**src/rtl/sub_pkg.sv**
```systemverilog
// Shared definitions for the digit-serial subtractor.
//   state_t  : controller states (IDLE / RUN / DONE)
//   NDIG     : digits per operation at the default width/digit size
//   CNT_W    : digit counter width at the default sizes
//   ovf_calc : two's-complement overflow of a - b from the three sign bits
package sub_pkg;

  typedef enum logic [1:0] {
    IDLE = 2'd0,
    RUN  = 2'd1,
    DONE = 2'd2
  } state_t;

  localparam int unsigned DEF_WIDTH = 64;
  localparam int unsigned DEF_DIGIT = 4;
  localparam int unsigned NDIG      = DEF_WIDTH / DEF_DIGIT;
  localparam int unsigned CNT_W     = $clog2(NDIG) + 1;

  // Overflow happens only when the operand signs differ and the result sign
  // differs from the minuend sign.
  function automatic logic ovf_calc(input logic a_msb, input logic b_msb,
                                    input logic d_msb);
    return (a_msb ^ b_msb) & (a_msb ^ d_msb);
  endfunction

endpackage

```
**src/rtl/sub_digit.sv**
```systemverilog
// Combinational DIGIT-bit subtractor slice: d = a - b - bin.
// Built from a chain of 1-bit full subtractors, the mirror image of the
// adder's full-adder slice.
//   a, b : digit operands
//   bin  : borrow in from the less significant digit
//   d    : result digit
//   bout : borrow out to the more significant digit
module sub_digit #(
  parameter int unsigned DIGIT = 4
) (
  input  logic [DIGIT-1:0] a,
  input  logic [DIGIT-1:0] b,
  input  logic             bin,
  output logic [DIGIT-1:0] d,
  output logic             bout
);

  logic [DIGIT:0] br;

  always_comb begin
    br    = '0;
    d     = '0;
    br[0] = bin;
    for (int unsigned i = 0; i < DIGIT; i++) begin
      d[i]      = a[i] ^ b[i] ^ br[i];
      // Borrow when a=0,b=1, or when a==b and a borrow is already pending.
      br[i + 1] = (~a[i] & b[i]) | (~(a[i] ^ b[i]) & br[i]);
    end
    bout = br[DIGIT];
  end

endmodule

```
**src/rtl/sub64_serial.sv**
```systemverilog
// Digit-serial subtractor: diff = op1 - op2, one DIGIT-bit slice per cycle,
// least significant digit first, borrow held in a register.
//   clock, reset        : single clock, synchronous active-low reset
//   in_valid / in_ready : operand handshake (accepted only in IDLE)
//   op1, op2            : minuend / subtrahend
//   out_valid/out_ready : result handshake (result presented in DONE)
//   diff                : op1 - op2 modulo 2^WIDTH
//   bout                : unsigned borrow out (op1 < op2)
//   ovf                 : signed two's-complement overflow
module sub64_serial
  import sub_pkg::*;
#(
  parameter int unsigned WIDTH = DEF_WIDTH,
  parameter int unsigned DIGIT = DEF_DIGIT
) (
  input  logic             clock,
  input  logic             reset,
  input  logic             in_valid,
  output logic             in_ready,
  input  logic [WIDTH-1:0] op1,
  input  logic [WIDTH-1:0] op2,
  output logic             out_valid,
  input  logic             out_ready,
  output logic [WIDTH-1:0] diff,
  output logic             bout,
  output logic             ovf
);

  localparam int unsigned N_DIG = WIDTH / DIGIT;
  localparam int unsigned C_W   = $clog2(N_DIG) + 1;

  state_t           state, state_n;
  logic [C_W-1:0]   cnt;
  logic [WIDTH-1:0] a_q, b_q;
  logic             a_msb_q, b_msb_q;
  logic             borrow_q;
  logic [WIDTH-1:0] diff_q, diff_n;
  logic             bout_q, ovf_q;
  logic [DIGIT-1:0] dig_d;
  logic             dig_b;
  logic             last;

  assign last = (cnt == C_W'(N_DIG - 1));

  // Operand registers shift right each RUN cycle so the active digit always
  // sits in the low slice; the sign bits are captured separately for ovf.
  sub_digit #(.DIGIT(DIGIT)) u_digit (
    .a    (a_q[DIGIT-1:0]),
    .b    (b_q[DIGIT-1:0]),
    .bin  (borrow_q),
    .d    (dig_d),
    .bout (dig_b)
  );

  // State register
  always_ff @(posedge clock) begin
    if (!reset) state <= IDLE;
    else        state <= state_n;
  end

  // Next-state logic
  always_comb begin
    state_n = state;
    case (state)
      IDLE:    if (in_valid)  state_n = RUN;
      RUN:     if (last)      state_n = DONE;
      DONE:    if (out_ready) state_n = IDLE;
      default:                state_n = IDLE;
    endcase
  end

  // Handshake outputs
  always_comb begin
    in_ready  = (state == IDLE);
    out_valid = (state == DONE);
  end

  // Drop the freshly computed digit into its final position; digits not yet
  // reached stay at the zero written on accept.
  always_comb begin
    diff_n = diff_q;
    for (int unsigned i = 0; i < N_DIG; i++) begin
      if (cnt == C_W'(i)) diff_n[i*DIGIT +: DIGIT] = dig_d;
    end
  end

  // Datapath
  always_ff @(posedge clock) begin
    if (!reset) begin
      cnt      <= '0;
      a_q      <= '0;
      b_q      <= '0;
      a_msb_q  <= 1'b0;
      b_msb_q  <= 1'b0;
      borrow_q <= 1'b0;
      diff_q   <= '0;
      bout_q   <= 1'b0;
      ovf_q    <= 1'b0;
    end else begin
      case (state)
        IDLE: begin
          if (in_valid) begin
            a_q      <= op1;
            b_q      <= op2;
            a_msb_q  <= op1[WIDTH-1];
            b_msb_q  <= op2[WIDTH-1];
            borrow_q <= 1'b0;
            cnt      <= '0;
            diff_q   <= '0;
          end
        end
        RUN: begin
          a_q      <= a_q >> DIGIT;
          b_q      <= b_q >> DIGIT;
          borrow_q <= dig_b;
          cnt      <= cnt + C_W'(1);
          diff_q   <= diff_n;
          if (last) begin
            bout_q <= dig_b;
            ovf_q  <= ovf_calc(a_msb_q, b_msb_q, dig_d[DIGIT-1]);
          end
        end
        default: ;
      endcase
    end
  end

  assign diff = diff_q;
  assign bout = bout_q;
  assign ovf  = ovf_q;

endmodule

```
**config.mk**
```make
export PLATFORM = sky130hd
export DESIGN_NAME = sub64_serial
export DESIGN_NICKNAME = d
export VERILOG_FILES = /design/src/rtl/sub_pkg.sv /design/src/rtl/sub_digit.sv /design/src/rtl/sub64_serial.sv
export SDC_FILE = /design/constraint.sdc
export NUM_CORES = 1
export LEC_CHECK = 0
export CORE_MARGIN = 2
export CORE_UTILIZATION = 42
export DETAILED_ROUTE_END_ITERATION = 7
export GPL_ROUTABILITY_DRIVEN = 0
export PLACE_DENSITY = 0.82
export SYNTH_ARGS = -nofsm -noshare
export SYNTH_HDL_FRONTEND = slang
export SYNTH_SLANG_ARGS = --single-unit
```
**constraint.sdc**
```tcl
create_clock -name clock -period 2.5 [get_ports clock]
set_input_delay 0.25 -clock clock [delete_from_list [all_inputs] [get_ports clock]]
set_output_delay 0.25 -clock clock [all_outputs]
set_load 0.02 [all_outputs]
```
# --- Word-level counts from Yosys, hierarchy flattened ---
# Index checks and enable logic that the tools add are counted.
totals:
  ff_bits: 204
  latch_bits: 0
  mem_bits_rw: 0
  mem_bits_ro: 0
  input_bits: 132
  out_inout_bits: 68
  word_cells: 145
  memories: 0
op_classes:
  n_addsub: 1
  mul: 0
  n_div: 0
  n_lt_le_gt_ge: 0
  n_eq_ne: 35
  shifts: 0
  mux: 30
  n_bitwise: 31
  reduce_logical: 23
ops:
  columns: ["cell", "n"]
  rows:
  - ["$pmux 64 s2", 3]
  - ["$mux 64", 3]
  - ["$mux 4", 16]
  - ["$reduce_and 3->1", 17]
  - ["$eq 5x4->1 const B", 8]
  - ["$ne 2x2->1 const B", 17]
  - ["$eq 5x3->1 const B", 4]
  - ["$eq 5x2->1 const B", 2]
  - ["$pmux 5 s2", 1]
  - ["$xor 1x1->1", 10]
  - ["$and 1x1->1", 9]
  - ["$not 1->1", 8]
  - ["$mux 2", 3]
  - ["$pmux 2 s3", 1]
  - ["$reduce_and 2->1", 3]
  - ["$add 5x1->5 const B", 1]
  - ["$eq 5x1->1 const B", 1]
  - ["$logic_not 5->1", 1]
  - ["$mux 5", 1]
  - ["$or 1x1->1", 4]
  - ["$eq 2x1->1 const B", 1]
  - ["$eq 2x2->1 const B", 1]
  - ["$logic_not 2->1", 1]
  - ["$ne 2x1->1 const B", 1]
  - ["3 further kinds", 3]

# --- Logic depth before layout (Yosys ltp) ---
# Gate-level depths: netlist of run 1.
logic_depth:
  depth_word: 11
  depth_mapped: 12
  ltp_nobuf: 10

# --- By module ---
# Synthesis of run 1 repeated with hierarchy kept, for this count alone.
hier_totals:
  cells_unflattened: 1027
  area_unflattened_um2: 8420.6
by_module_without_submodules:
  columns: ["mod", "n_inst", "cells_each", "area_each_um2", "seq_area_each_um2"]
  rows:
  - ["sub64_serial", 1, 1013, 8303.0, 4083.9]
  - ["sub_digit", 1, 14, 117.6, 0.0]

# --- Worst setup path before layout of run 1 ---
# OpenSTA, ideal clock, no wires.
synth_timing:
  path_kind: "reg-to-reg"
  from: "register a_q[0]"
  to: "register diff_q[15], in the netlist diff[15]"
  setup_time_ns: 0.116
  t_arrival_ns: 2.559
  required_ns: 2.384
  path_slack_ns: -0.175
  path_stages_with_launch: 13
  n_path_buf: 2
  period_less_slack_ns: 2.675
  path_cell_list: "dfxtp_1 > inv_1 > fa_1 > inv_1 > fa_1 > fa_1 > inv_1 > fa_1 > nand4bb_1 > clkbuf_1 > clkbuf_1 > nor3_1 > a31o_2"
synth_between:
  elab_chain_cells: 11
  elab_cells_between_ends: 13
  cone_classes: "mux (2); bitwise (11)"
synth_lines:
  columns: ["item", "line_no", "rtl"]
  rows:
  - ["start, declared", "sub64_serial.sv:34", "logic [WIDTH-1:0] a_q, b_q;"]
  - ["start signal, assigned", "sub64_serial.sv:103", "a_q <= op1;"]
  - ["start signal, assigned", "sub64_serial.sv:113", "a_q <= a_q >> DIGIT;"]
  - ["$xor 1x1->1", "sub_digit.sv:27", "br[i + 1] = (~a[i] & b[i]) | (~(a[i] ^ b[i]) & br[i]);"]
  - ["$not 1->1", "sub_digit.sv:27", null]
  - ["$and 1x1->1", "sub_digit.sv:27", null]
  - ["$or 1x1->1 *", "sub_digit.sv:27", null]
  - ["$and 1x1->1 *", "sub_digit.sv:27", null]
  - ["$or 1x1->1 *", "sub_digit.sv:27", null]
  - ["$and 1x1->1 *", "sub_digit.sv:27", null]
  - ["$or 1x1->1 *", "sub_digit.sv:27", null]
  - ["$xor 1x1->1 *", "sub_digit.sv:25", "d[i] = a[i] ^ b[i] ^ br[i];"]
  - ["$mux 4 *", "sub64_serial.sv:83", "if (cnt == C_W'(i)) diff_n[i*DIGIT +: DIGIT] = dig_d;"]
  - ["$pmux 64 s2 *", "sub64_serial.sv:100", "case (state)"]
  - ["end signal, assigned", "sub64_serial.sv:117", "diff_q <= diff_n;"]
  - ["end, declared", "sub64_serial.sv:37", "logic [WIDTH-1:0] diff_q, diff_n;"]
# Every way passes the cells marked *; elsewhere a longest branch is shown, timed or not. The select of a mux whose other input is x is not followed.
# A chain may end at the register's enable or synchronous reset.

# --- Final worst setup path of run 1 ---
layout_timing:
  from: "register borrow_q"
  to: "register diff_q[43], in the netlist diff[43]"
layout_between:
  elab_chain_cells: 9
layout_lines:
  columns: ["item", "line_no", "rtl"]
  rows:
  - ["start, declared", "sub64_serial.sv:36", "logic borrow_q;"]
  - ["start signal, assigned", "sub64_serial.sv:115", "borrow_q <= dig_b;"]
  - ["$and 1x1->1", "sub_digit.sv:27", null]
  - ["$or 1x1->1", "sub_digit.sv:27", null]
  - ["$and 1x1->1", "sub_digit.sv:27", null]
  - ["$or 1x1->1", "sub_digit.sv:27", null]
  - ["$and 1x1->1", "sub_digit.sv:27", null]
  - ["$or 1x1->1", "sub_digit.sv:27", null]
  - ["$xor 1x1->1", "sub_digit.sv:25", null]
  - ["$mux 4", "sub64_serial.sv:83", null]
  - ["$pmux 64 s2", "sub64_serial.sv:100", null]
# No other way between the ends. The select of a mux whose other input is x is not followed.

==> flow_summary.rst, run 1 <==
.. list-table::
   :header-rows: 1

   * - Metric
     - Value
   * - Hold bufs inserted after CTS
     - 0
   * - TritonCTS clock tree
     - done
   * - Cell taking the most area after synthesis
     - sky130_fd_sc_hd__dfxtp_1
   * - Wirelength per Cell
     - 16.31 um
   * - Total power consumption of the routed design
     - 7.775 mW
   * - Max-Slew Margin vs Limit
     - 52.59%
   * - Peak VDD IR
     - 0.4864 mV
   * - Setup TNS Final
     - -0.3018 ns
   * - Via density
     - 5.608
   * - Power Density
     - roughly 670 nW/um^2
   * - Endpoint with the worst hold slack
     - state[0]
   * - Netlist area before placement
     - roughly 8400 um^2
   * - Startpoint of the most critical register-to-register path
     - borrow_q
   * - Period utilization
     - 101.6%
   * - Aggregate global routing overflow
     - 0
   * - Final number of max-transition violations
     - 0
   * - Placed cell count
     - about 1400
   * - Met2 wire length
     - around 11 mm
   * - Outcome
     - finished with violations
   * - Die Span X
     - 145.3 um
   * - Maxcap violations
     - 0
   * - Min-Delay Startpoint
     - reset
   * - Maximum fanout along the worst path
     - 8
   * - Maximum cell stage delay along the critical path
     - 0.42 ns
   * - Die Area
     - 21120 um^2
   * - Sequential-to-total area share from yosys stat
     - ~50%
   * - Setup repair after global routing missed its margin
     - true
   * - Final nets
     - 1314
   * - Worst hold slack after final layout
     - 0.1988 ns
   * - Buffers added on ports
     - roughly 200
   * - Top layer in use
     - met4
   * - Antenna violations before repair
     - 0
   * - Ys Warns
     - 0
   * - GRT Total Usage
     - 21.06%
   * - Skew-Pair Late Insertion Delay
     - 0.49 ns
   * - Overall via count from detail_route
     - 8137
   * - Library cell contributing the largest single delay on the critical path
     - sky130_fd_sc_hd__fa_1
   * - Cell depth of the worst min-delay path
     - 2
   * - Synth Instances
     - 1017
   * - Most common flop cell mapped by yosys
     - sky130_fd_sc_hd__dfxtp_1
   * - Share of synthesized registers carrying an async set or reset
     - 0%
   * - Layout cells sized above 1
     - 12.06%
   * - Number of hold violations in the final report
     - 0
   * - WP data arrival
     - 2.97 ns
   * - Chip Height
     - 145.3 um
   * - Minimum period implied by the final worst setup slack
     - around 2.5 ns
   * - Leakage dissipation
     - 4.408 nW
   * - Number of cells on the worst reg-to-reg path
     - 10
   * - Number of global-route vias before repair
     - between 7000 and 8000
   * - Element type at the critical path end
     - flop
   * - Total Wirelength
     - 23.66 mm
   * - DP HPWL
     - around 15 mm
   * - WL met3
     - just under 2 mm
   * - Req. time, crit path
     - 2.93 ns
   * - DRT Pass-1 Iters
     - 4
   * - Type of origin of the critical path
     - flop
   * - Sequence of cells on the critical path
     - fa_2 -> inv_2 -> fa_2 -> fa_2 -> inv_2 -> fa_1 -> nand4bb_4 -> clkbuf_16 -> nor3_4 -> a31o_1
   * - Least setup slack across all paths after layout
     - -0.04103 ns
   * - Core region area
     - 19530 um^2
   * - Layout-stage area growth over the synthesis result
     - 37.77%
   * - Clock tree sinks
     - 204
   * - Proportion of netlist area held by the largest area contributor
     - 48.67%
   * - Number of fillers in the final layout
     - between 1500 and 2000
   * - DP Area
     - around 11000 um^2
   * - Finished layout cell area
     - 11560 um^2
   * - Most common cell in the netlist
     - sky130_fd_sc_hd__a21oi_1
   * - Final non-filler cell total
     - 1451
   * - Clk slew on worst S/H paths
     - 0.06 ns
   * - Cell types with the highest counts after synthesis
     - sky130_fd_sc_hd__a21oi_1 (243), sky130_fd_sc_hd__dfxtp_1 (204), sky130_fd_sc_hd__nand2_1 (135)
   * - Peak Freq
     - between 300 and 400 MHz
   * - R2R setup slack
     - -0.04 ns
   * - CTS Buffer Depth
     - 3
   * - I/O pin count
     - 200
   * - Placement Rows
     - 51
   * - Min-delay worst type
     - input pin to flop
   * - Drt drc
     - 0
   * - Finish-stage setup viols
     - 15
   * - Initial Utilization
     - 42.97%
   * - Post-synth cell types
     - 42
   * - Diodes inserted
     - 0
   * - Clock Skews
     - roughly 0.017 ns
   * - Worst Setup Slack post-DPL
     - -0.05761 ns
   * - Initial DRC Count
     - 491
   * - Final ANT Viol Nets
     - 0
   * - Mean post-synth cell area
     - 8.250 um^2
   * - Slew at the pin closest to its max-slew limit
     - 0.7111 ns
   * - Wire length of the first global-routing pass
     - ~38 mm
   * - EDFF count, synth
     - 0
   * - Most frequent CP cell
     - sky130_fd_sc_hd__fa_2
   * - Top cells by area, synth
     - sky130_fd_sc_hd__dfxtp_1 (49%), sky130_fd_sc_hd__a21oi_1 (14%), sky130_fd_sc_hd__o21ai_0 (6.9%)
   * - CTS buffer count
     - 21
   * - End of the worst register-to-register path
     - diff[43]
   * - Crit Path Class
     - flop to flop
   * - Syn_nets
     - roughly 1200
   * - H-tree Lvls
     - 1
   * - Met1 wire length
     - 10.02 mm
   * - Final Core Density
     - 59.20%
   * - Pin count of the biggest net entering global routing
     - 62
   * - Number of storage elements in the synthesis netlist
     - 204
   * - Clock root buffer
     - sky130_fd_sc_hd__clkbuf_16
   * - Failing checks
     - negative setup slack
cell families after synthesis:
family | after synthesis | synth area share (%)
buffers and inverters | 110 | 5.711
adder cells (fa/ha/maj) | 9 | 1.700
AO/OA/AOI/OAI | 440 | 29.66
AND/OR/NAND/NOR | 249 | 13.66
multiplexers | 5 | 0.5965
flip-flops | 204 | 48.67
worst max-delay path by stage:
stage,startpoint,endpoint,slack (ns),cells after the start
final,borrow_q,diff[43],-0.04,10
after global routing,borrow_q,diff[3],-0.15,10
after CTS,borrow_q,diff[59],-0.03,10
after detailed placement,borrow_q,diff[43],-0.06,10
after global placement,a_q[0],diff[55],-0.02,11
after floorplan,borrow_q,diff[15],-0.01,11
critical path: cells and delay by family, from the launching register on:
family / cells / cell delay, ns
AO/OA/AOI/OAI: 1 / 0.11
buffers and inverters: 3 / 0.33
AND/OR/NAND/NOR: 2 / 0.42
adder cells (fa/ha/maj): 4 / 1.30
flip-flops: 1 / 0.35
final cells by class:
cell class              count  area, um^2  share of cell area [%]
flip-flops and latches    204        4086                   35.35
multi-input cells         703        4024                   34.81
repair buffers            233        2412                   20.87
clock buffers              31       593.1                   5.130
well taps                 265       331.6                   2.868
clock inverters             5       75.07                  0.6494
inverters                  10       37.54                  0.3247
flip-flops by register name, summed over array words and instances (netlist names):
name and cells:
a_q 64, a_msb_q 1, state 2, b_q 64
ovf 1, diff 64, bout 1, b_msb_q 1
borrow_q 1, cnt 5
layer usage:
| metal | vias to the layer above | track usage, % |
|---|---|---|
| met5 | - | 0 |
| met4 | 0 | 6.814 |
| met3 | 36 | 4.138 |
| met2 | 323 | 34.34 |
| met1 | 3838 | 28.24 |
| li1 | 3940 | - |
where the power goes:
part / internal [mW] / switching [mW] / leakage, nW
sequential: 3.46 / 0.110 / 1.68
clock: 1.84 / 1.25 / 0.329
combinational: 0.512 / 0.603 / 2.40
total: 5.81 / 1.96 / 4.41
placed cells by master (no fill, tap or decap), types with 22 or more instances in the layout:
| cell | Yosys | final |
|---|---|---|
| sky130_fd_sc_hd__a31o_2 | 37 | 37 |
| sky130_fd_sc_hd__a31o_1 | 23 | 23 |
| sky130_fd_sc_hd__nor3_1 | 61 | 46 |
| sky130_fd_sc_hd__nand2_1 | 135 | 135 |
| sky130_fd_sc_hd__clkdlybuf4s50_1 | 0 | 198 |
| sky130_fd_sc_hd__o21ai_0 | 116 | 116 |
| sky130_fd_sc_hd__buf_4 | 3 | 22 |
| sky130_fd_sc_hd__a21oi_1 | 243 | 243 |
| sky130_fd_sc_hd__dfxtp_1 | 204 | 202 |
| sky130_fd_sc_hd__clkbuf_16 | 0 | 22 |
what timing repair did:
| item | CTS | global route |
|---|---|---|
| setup endpoints to repair | 16 | 17 |
| gates cloned | 0 | 1 |
| setup buffers | 0 | 1 |
| hold endpoints to repair | 0 | 0 |
| pin swaps | 0 | 7 |
| gates resized for setup | 5 | 11 |
(Power assumes the default switching activity.)
==> run 2, diff against run 1 <==
Settings changed: PLACE_DENSITY 0.82 to 0.84.
==> flow_summary.rst, run 2 (same netlist as run 1, synthesis figures left out) <==
.. list-table::
   :header-rows: 1

   * - Metric
     - Value
   * - Internal power component
     - 5.703 mW (was 5.814 mW)
   * - Skew-Pair Late Insertion Delay
     - 0.50 ns (was 0.49 ns)
   * - Power share of the combinational group
     - 14.4% (was 14.3%)
   * - Clock network fraction of total power
     - 39.0% (was 39.7%)
   * - Buffers added on ports
     - 199 (unchanged)
   * - Total power consumption of the routed design
     - 7.659 mW (was 7.775 mW)
   * - WP data arrival
     - 3.01 ns (was 2.97 ns)
   * - Period utilization
     - 102.8% (was 101.6%)
   * - Highest-count cells in the layout ignoring fill and taps
     - sky130_fd_sc_hd__a21oi_1 (242), sky130_fd_sc_hd__dfxtp_1 (201), sky130_fd_sc_hd__clkdlybuf4s50_1 (198), sky130_fd_sc_hd__nand2_1 (135), sky130_fd_sc_hd__o21ai_0 (116) (was sky130_fd_sc_hd__a21oi_1 (243), sky130_fd_sc_hd__dfxtp_1 (202), sky130_fd_sc_hd__clkdlybuf4s50_1 (198), sky130_fd_sc_hd__nand2_1 (135), sky130_fd_sc_hd__o21ai_0 (116))
   * - Element type at the critical path end
     - flop (unchanged)
   * - End of the worst register-to-register path
     - diff[31] (was diff[43])
   * - Via density
     - 5.619 (was 5.608)
   * - Peak VDD IR
     - 0.4383 mV (was 0.4864 mV)
   * - Number of global-route vias before repair
     - 7802 (was 7770)
   * - Min-delay worst type
     - input pin to flop (unchanged)
   * - Die Area
     - 21120 um^2 (unchanged)
   * - GRT Total Usage
     - 21.40% (was 21.06%)
   * - Core region area
     - 19530 um^2 (unchanged)
   * - Net switching power
     - 1.956 mW (was 1.961 mW)
   * - Final ANT Viol Nets
     - 0 (unchanged)
   * - DP HPWL
     - 15.37 mm (was 15.22 mm)
   * - Crit Path Class
     - flop to flop (unchanged)
   * - Layout-stage area growth over the synthesis result
     - 37.03% (was 37.77%)
   * - Layout cells sized above 1
     - 12.50% (was 12.06%)
   * - Endpoint with the worst hold slack
     - b_q[12] (was state[0])
   * - Leakage dissipation
     - 4.395 nW (was 4.408 nW)
   * - Clk slew on worst S/H paths
     - 0.06 ns (about the same)
   * - Maximum fanout along the worst path
     - 8 (unchanged)
   * - Wire length of the first global-routing pass
     - 38.53 mm (was 38.07 mm)
   * - Total Wirelength
     - 23.39 mm (was 23.66 mm)
   * - Number of hold violations in the final report
     - 0 (unchanged)
   * - Drt drc
     - 0 (unchanged)
   * - Sw Ratio
     - 25.54% (was 25.22%)
   * - Pin count of the biggest net entering global routing
     - 66 (was 62)
   * - Maxcap violations
     - 0 (unchanged)
   * - Slew at the pin closest to its max-slew limit
     - 1.270 ns (was 0.7111 ns)
   * - TritonCTS clock tree
     - done (unchanged)
   * - Power Density
     - 666.1 nW/um^2 (was 672.6 nW/um^2)
   * - Req. time, crit path
     - 2.94 ns (was 2.93 ns)
   * - Wirelength per Cell
     - 16.14 um (was 16.31 um)
   * - Startpoint of the most critical register-to-register path
     - a_q[0] (was borrow_q)
   * - H-tree Lvls
     - 1 (unchanged)
   * - Initial DRC Count
     - 447 (was 491)
   * - Die Span X
     - 145.3 um (unchanged)
   * - Clock root buffer
     - sky130_fd_sc_hd__clkbuf_16 (unchanged)
   * - Highest-utilization routing layer at the global route stage
     - met2 (unchanged)
   * - CTS buffer count
     - 22 (was 21)
   * - Number of fillers in the final layout
     - 1696 (was 1701)
   * - GR met3 Demand/Resource
     - 4.138% (unchanged)
   * - Overall via count from detail_route
     - 8142 (was 8137)
   * - Placement Rows
     - 51 (unchanged)
   * - Minimum period implied by the final worst setup slack
     - 2.570 ns (was 2.541 ns)
   * - Clock tree sinks
     - 204 (unchanged)
   * - I/O pin count
     - 200 (unchanged)
   * - Peak Freq
     - 389.1 MHz (was 393.5 MHz)
   * - Setup TNS Final
     - -0.5779 ns (was -0.3018 ns)
   * - Hold bufs inserted after CTS
     - 0 (unchanged)
   * - Initial Utilization
     - 42.97% (unchanged)
   * - Chip Height
     - 145.3 um (unchanged)
   * - Least setup slack across all paths after layout
     - -0.07022 ns (was -0.04103 ns)
   * - Diodes inserted
     - 0 (unchanged)
   * - Power share of the sequential group
     - 46.6% (was 45.9%)
   * - Aggregate global routing overflow
     - 0 (unchanged)
   * - R2R setup slack
     - -0.07 ns (was -0.04 ns)
   * - Outcome
     - finished with violations (unchanged)
   * - Clock Skews
     - 0.006694 ns (was 0.01695 ns)
   * - Cell depth of the worst min-delay path
     - 3 (was 2)
   * - Final nets
     - 1315 (was 1314)
   * - Number of cells on the worst reg-to-reg path
     - 11 (was 10)
   * - Met1 Usage GRT
     - 28.48% (was 28.24%)
   * - DRT Pass-1 Iters
     - 5 (was 4)
   * - Finish-stage setup viols
     - 15 (unchanged)
   * - Final number of max-transition violations
     - 0 (unchanged)
   * - Failing checks
     - negative setup slack (unchanged)
   * - Type of origin of the critical path
     - flop (unchanged)
   * - CTS Buffer Depth
     - 3 (unchanged)
   * - Met2 track demand over resource
     - 35.21% (was 34.34%)
   * - Setup repair after global routing missed its margin
     - true (unchanged)
   * - Min-Delay Startpoint
     - op2[12] (was reset)
   * - Most common cell after layout, fill and taps aside
     - sky130_fd_sc_hd__a21oi_1 (unchanged)
   * - Antenna violations before repair
     - 0 (unchanged)
   * - Max-Slew Margin vs Limit
     - 15.14% (was 52.59%)
## run 2: changes by cell type in the layout (fill, tap and decap cells not counted), moves of 2 or more
cell and change:
sky130_fd_sc_hd__clkinv_2 +2, sky130_fd_sc_hd__clkbuf_1 -4, sky130_fd_sc_hd__bufinv_16 -2, sky130_fd_sc_hd__clkbuf_16 +2, sky130_fd_sc_hd__buf_4 +5, sky130_fd_sc_hd__buf_12 -5
## run 2: final cells by class
class	count	area, um^2	area share [%]
repair buffers	233	2350	20.44
multi-input cells	703	4038	35.12
well taps	265	331.6	2.884
clock inverters	5	25.02	0.2177
inverters	10	37.54	0.3265
flip-flops and latches	204	4088	35.55
clock buffers	29	628.1	5.463
## run 2: timing repair
action                     CTS  global route
gates resized for setup     10            13
pin swaps                    5             5
gates cloned                 1             0
setup endpoints to repair   15            17
buffers inserted             1             1
## run 2: stage by stage
stage          instances  util, %  hold WS, ns  worst slack, ns  area [um^2]
2_1_floorplan       1017        -       0.3768         -0.01495         8457
3_3_place_gp        1413    54.79       0.4433         -0.02915        10700
3_5_place_dp        1413    54.79       0.4507         -0.09328        10700
4_1_cts             1449    58.58       0.2829         -0.06774        11440
5_1_grt             1449    58.88       0.2908          -0.1965        11500
6_report            1449    58.88       0.2985         -0.07022        11500
## run 2: layer usage
layer	vias to the layer above	part of all wire (%)	wire [um]
met5	-	0	0
met4	0	2.6	599
met3	51	7.6	1770
met2	356	47	10960
met1	3812	43	10060
li1	3923	-	-
## run 2: critical path, cell delays in order, from the launching register on
cell and delay, ns:
sky130_fd_sc_hd__dfxtp_2 0.31, sky130_fd_sc_hd__inv_2 0.06, sky130_fd_sc_hd__fa_2 0.19, sky130_fd_sc_hd__inv_2 0.04, sky130_fd_sc_hd__fa_2 0.33, sky130_fd_sc_hd__fa_2 0.34
sky130_fd_sc_hd__inv_2 0.07, sky130_fd_sc_hd__fa_1 0.43, sky130_fd_sc_hd__nand4bb_4 0.26, sky130_fd_sc_hd__clkbuf_16 0.23, sky130_fd_sc_hd__nor3_4 0.12, sky130_fd_sc_hd__a31o_2 0.12
## run 2: power by group through the flow
stage          Combinational (mW)  Sequential [mW]  Clock, mW
6_report                     1.10             3.57       2.99
5_1_grt                      1.23             3.59       3.16
4_1_cts                      1.08             3.57       3.04
3_5_place_dp                 1.06             3.63          0
3_3_place_gp                 1.04             3.63          0
2_1_floorplan               0.627             3.61          0
## run 2: how the worst max path moves through the flow
stage | slack [ns] | start | cells past startpoint | end
CTS | -0.07 | a_q[0] | 11 | diff[59]
detailed placement | -0.09 | a_q[0] | 11 | diff[43]
global placement | -0.03 | a_q[0] | 11 | diff[55]
global route | -0.20 | a_q[0] | 11 | diff[43]
finish | -0.07 | a_q[0] | 11 | diff[31]
floorplan | -0.01 | borrow_q | 11 | diff[15]
==> run 3, diff against run 2 <==
Settings changed: CORE_MARGIN 2 to not set, GPL_TIMING_DRIVEN set to 0, TNS_END_PERCENT set to 100.
==> flow_summary.rst, run 3 (same netlist as run 1, synthesis figures left out) <==
.. list-table::
   :header-rows: 1

   * - Metric
     - Value
   * - Outcome
     - finished with violations (unchanged)
   * - Failing checks
     - negative setup slack (unchanged)
   * - Power share of the combinational group
     - 14.5% (was 14.4%)
   * - I/O pin count
     - 200 (unchanged)
   * - Die Area
     - 20550 um^2 (was 21120 um^2)
   * - DP Area
     - 10770 um^2 (was 10700 um^2)
   * - Antenna violations before repair
     - 0 (unchanged)
   * - R2R setup slack
     - -0.16 ns (was -0.07 ns)
   * - Layout cells sized above 1
     - 11.46% (was 12.50%)
   * - Chip Height
     - 143.3 um (was 145.3 um)
   * - Peak Freq
     - 376.0 MHz (was 389.1 MHz)
   * - DRT Pass-1 Iters
     - 5 (unchanged)
   * - End of the worst register-to-register path
     - diff[31] (unchanged)
   * - Setup repair after global routing missed its margin
     - true (unchanged)
   * - Highest-count cells in the layout ignoring fill and taps
     - sky130_fd_sc_hd__a21oi_1 (243), sky130_fd_sc_hd__dfxtp_1 (202), sky130_fd_sc_hd__clkdlybuf4s50_1 (197), sky130_fd_sc_hd__nand2_1 (135), sky130_fd_sc_hd__o21ai_0 (116) (was sky130_fd_sc_hd__a21oi_1 (242), sky130_fd_sc_hd__dfxtp_1 (201), sky130_fd_sc_hd__clkdlybuf4s50_1 (198), sky130_fd_sc_hd__nand2_1 (135), sky130_fd_sc_hd__o21ai_0 (116))
   * - Via density
     - 5.527 (was 5.619)
   * - Type of origin of the critical path
     - flop (unchanged)
   * - Clock Skews
     - 0.01685 ns (was 0.006694 ns)
   * - Aggregate global routing overflow
     - 0 (unchanged)
   * - CTS buffer count
     - 21 (was 22)
   * - Element type at the critical path end
     - flop (unchanged)
   * - Wirelength per Cell
     - 16.24 um (was 16.14 um)
   * - Library cell contributing the largest single delay on the critical path
     - sky130_fd_sc_hd__fa_1 (unchanged)
   * - CTS Buffer Depth
     - 3 (unchanged)
   * - Final number of max-transition violations
     - 0 (unchanged)
   * - Layout-stage area growth over the synthesis result
     - 38.10% (was 37.03%)
   * - Min-Delay Startpoint
     - op1[25] (was op2[12])
   * - Setup TNS Final
     - -1.401 ns (was -0.5779 ns)
   * - Sequence of cells on the critical path
     - inv_2 -> fa_2 -> inv_2 -> fa_2 -> fa_2 -> inv_2 -> fa_1 -> nand4bb_1 -> clkbuf_8 -> clkbuf_16 -> nor3_4 -> a31o_2 (was inv_2 -> fa_2 -> inv_2 -> fa_2 -> fa_2 -> inv_2 -> fa_1 -> nand4bb_4 -> clkbuf_16 -> nor3_4 -> a31o_2)
   * - Power Density
     - 661.0 nW/um^2 (was 666.1 nW/um^2)
   * - Clock network fraction of total power
     - 38.9% (was 39.0%)
   * - Maximum fanout along the worst path
     - 5 (was 8)
   * - Net switching power
     - 2.039 mW (was 1.956 mW)
   * - Cell depth of the worst min-delay path
     - 3 (unchanged)
   * - Initial DRC Count
     - 461 (was 447)
   * - Buffers added on ports
     - 198 (was 199)
   * - GRT Total Usage
     - 23.54% (was 21.40%)
   * - Drt drc
     - 0 (unchanged)
   * - Placement Rows
     - 51 (unchanged)
   * - GR met3 Demand/Resource
     - 4.932% (was 4.138%)
   * - Hold bufs inserted after CTS
     - 0 (unchanged)
   * - Number of global-route vias before repair
     - 7835 (was 7802)
   * - Met1 Usage GRT
     - 29.73% (was 28.48%)
   * - Diodes inserted
     - 0 (unchanged)
   * - Maxcap violations
     - 0 (unchanged)
   * - Highest-utilization routing layer at the global route stage
     - met2 (unchanged)
   * - Finished layout cell area
     - 11590 um^2 (was 11500 um^2)
   * - Total Wirelength
     - 24.72 mm (was 23.39 mm)
   * - Least setup slack across all paths after layout
     - -0.1595 ns (was -0.07022 ns)
   * - Clk slew on worst S/H paths
     - 0.06 ns (about the same)
   * - WP data arrival
     - 3.10 ns (was 3.01 ns)
   * - Clock tree sinks
     - 204 (unchanged)
   * - Overall via count from detail_route
     - 8412 (was 8142)
   * - Peak VDD IR
     - 0.4032 mV (was 0.4383 mV)
   * - DP HPWL
     - 17.48 mm (was 15.37 mm)
   * - Minimum period implied by the final worst setup slack
     - 2.660 ns (was 2.570 ns)
   * - Power share of the sequential group
     - 46.6% (about the same)
   * - Sw Ratio
     - 26.62% (was 25.54%)
   * - Slew at the pin closest to its max-slew limit
     - 0.6188 ns (was 1.270 ns)
   * - Startpoint of the most critical register-to-register path
     - a_q[0] (unchanged)
   * - Most common cell after layout, fill and taps aside
     - sky130_fd_sc_hd__a21oi_1 (unchanged)
   * - Number of hold violations in the final report
     - 0 (unchanged)
   * - Wire length of the first global-routing pass
     - 38.66 mm (was 38.53 mm)
   * - Skew-Pair Late Insertion Delay
     - 0.51 ns (was 0.50 ns)
   * - Die Span X
     - 143.3 um (was 145.3 um)
   * - H-tree Lvls
     - 1 (unchanged)
   * - Endpoint with the worst hold slack
     - a_q[25] (was b_q[12])
   * - Leakage dissipation
     - 4.487 nW (was 4.395 nW)
   * - Pin count of the biggest net entering global routing
     - 15 (was 66)
   * - Initial Utilization
     - 42.97% (unchanged)
   * - Min-delay worst type
     - input pin to flop (unchanged)
   * - Met2 track demand over resource
     - 39.95% (was 35.21%)
   * - Period utilization
     - 106.4% (was 102.8%)
   * - Core region area
     - 19530 um^2 (unchanged)
   * - Maximum cell stage delay along the critical path
     - 0.40 ns (was 0.43 ns)
   * - Req. time, crit path
     - 2.94 ns (about the same)
   * - Finish-stage setup viols
     - 15 (unchanged)
   * - Clock root buffer
     - sky130_fd_sc_hd__clkbuf_16 (unchanged)
   * - Internal power component
     - 5.621 mW (was 5.703 mW)
   * - Number of cells on the worst reg-to-reg path
     - 12 (was 11)
   * - Final nets
     - 1384 (was 1315)
   * - Final ANT Viol Nets
     - 0 (unchanged)
   * - TritonCTS clock tree
     - done (unchanged)
   * - Max-Slew Margin vs Limit
     - 58.65% (was 15.14%)
   * - Crit Path Class
     - flop to flop (unchanged)
[run 3: cell types whose count changed in the layout (fill, tap and decap cells not counted), sizes merged]
cell,previous run,this run
dlymetal6s2s,0,1
clkinvlp,0,1
clkbuf,30,93
buf,34,42
inv,10,12
clkinv,5,4
clkdlybuf4s50,198,197
[run 3: worst max-delay path by stage]
| stage | start | to | slack (ns) | depth (start not counted) |
|---|---|---|---|---|
| floorplan | borrow_q | diff[15] | -0.01 | 11 |
| detailed placement | borrow_q | diff[26] | -0.32 | 8 |
| global placement | borrow_q | diff[26] | -0.26 | 8 |
| CTS | a_q[0] | diff[31] | -0.16 | 12 |
| global route | a_q[0] | diff[31] | -0.22 | 12 |
| finish | a_q[0] | diff[31] | -0.16 | 12 |
[run 3: critical path, delay by kind of cell, from the launching register on]
family | cells | cell delay (ns)
DFF | 1 | 0.30
buffers and inverters | 5 | 0.52
and+or+nand+nor | 2 | 0.34
AOI/OAI and AO/OA | 1 | 0.14
adders and majority gates | 4 | 1.26
[run 3: metal layers]
| layer | routed length [um] | up-vias |
|---|---|---|
| li1 | - | 4066 |
| met4 | 596 | 0 |
| met2 | 11750 | 334 |
| met1 | 10390 | 3965 |
| met5 | 0 | - |
| met3 | 1979 | 47 |
[run 3: power groups by stage]
stage / clock network [mW] / logic [mW] / registers, mW
global route: 3.14 / 1.23 / 3.59
CTS: 3.01 / 1.10 / 3.56
floorplan: 0 / 0.627 / 3.61
detailed placement: 0 / 1.06 / 3.63
global placement: 0 / 1.03 / 3.63
finish: 2.98 / 1.11 / 3.57
[run 3: layout make-up]
cell class	count	area [um^2]
multi-input cells	703	3968
flip-flops and latches	204	4086
fillers	1706	7939
repair buffers	203	2041
well taps	265	331.6
clock buffers	30	599.3
plain buffers	100	475.5
inverters	10	37.54
clock inverters	7	48.80
[run 3: through the flow]
stage	power (mW)	worst slack (ns)	instances	hold WS (ns)	util, %
floorplan	4.236	-0.01495	1017	0.3768	-
global placement	4.661	-0.2571	1480	0.4423	55.16
detailed placement	4.689	-0.3168	1480	0.4498	55.16
CTS	7.670	-0.1647	1522	0.2784	59.20
global route	7.952	-0.2213	1522	0.2961	59.34
finish	7.659	-0.1595	1522	0.2911	59.34
[run 3: repair_timing]
item	in CTS	in global routing
gates cloned	1	0
resized for setup	16	6
pin swaps	5	2
buffers inserted	4	0
setup endpoints to repair	30	22
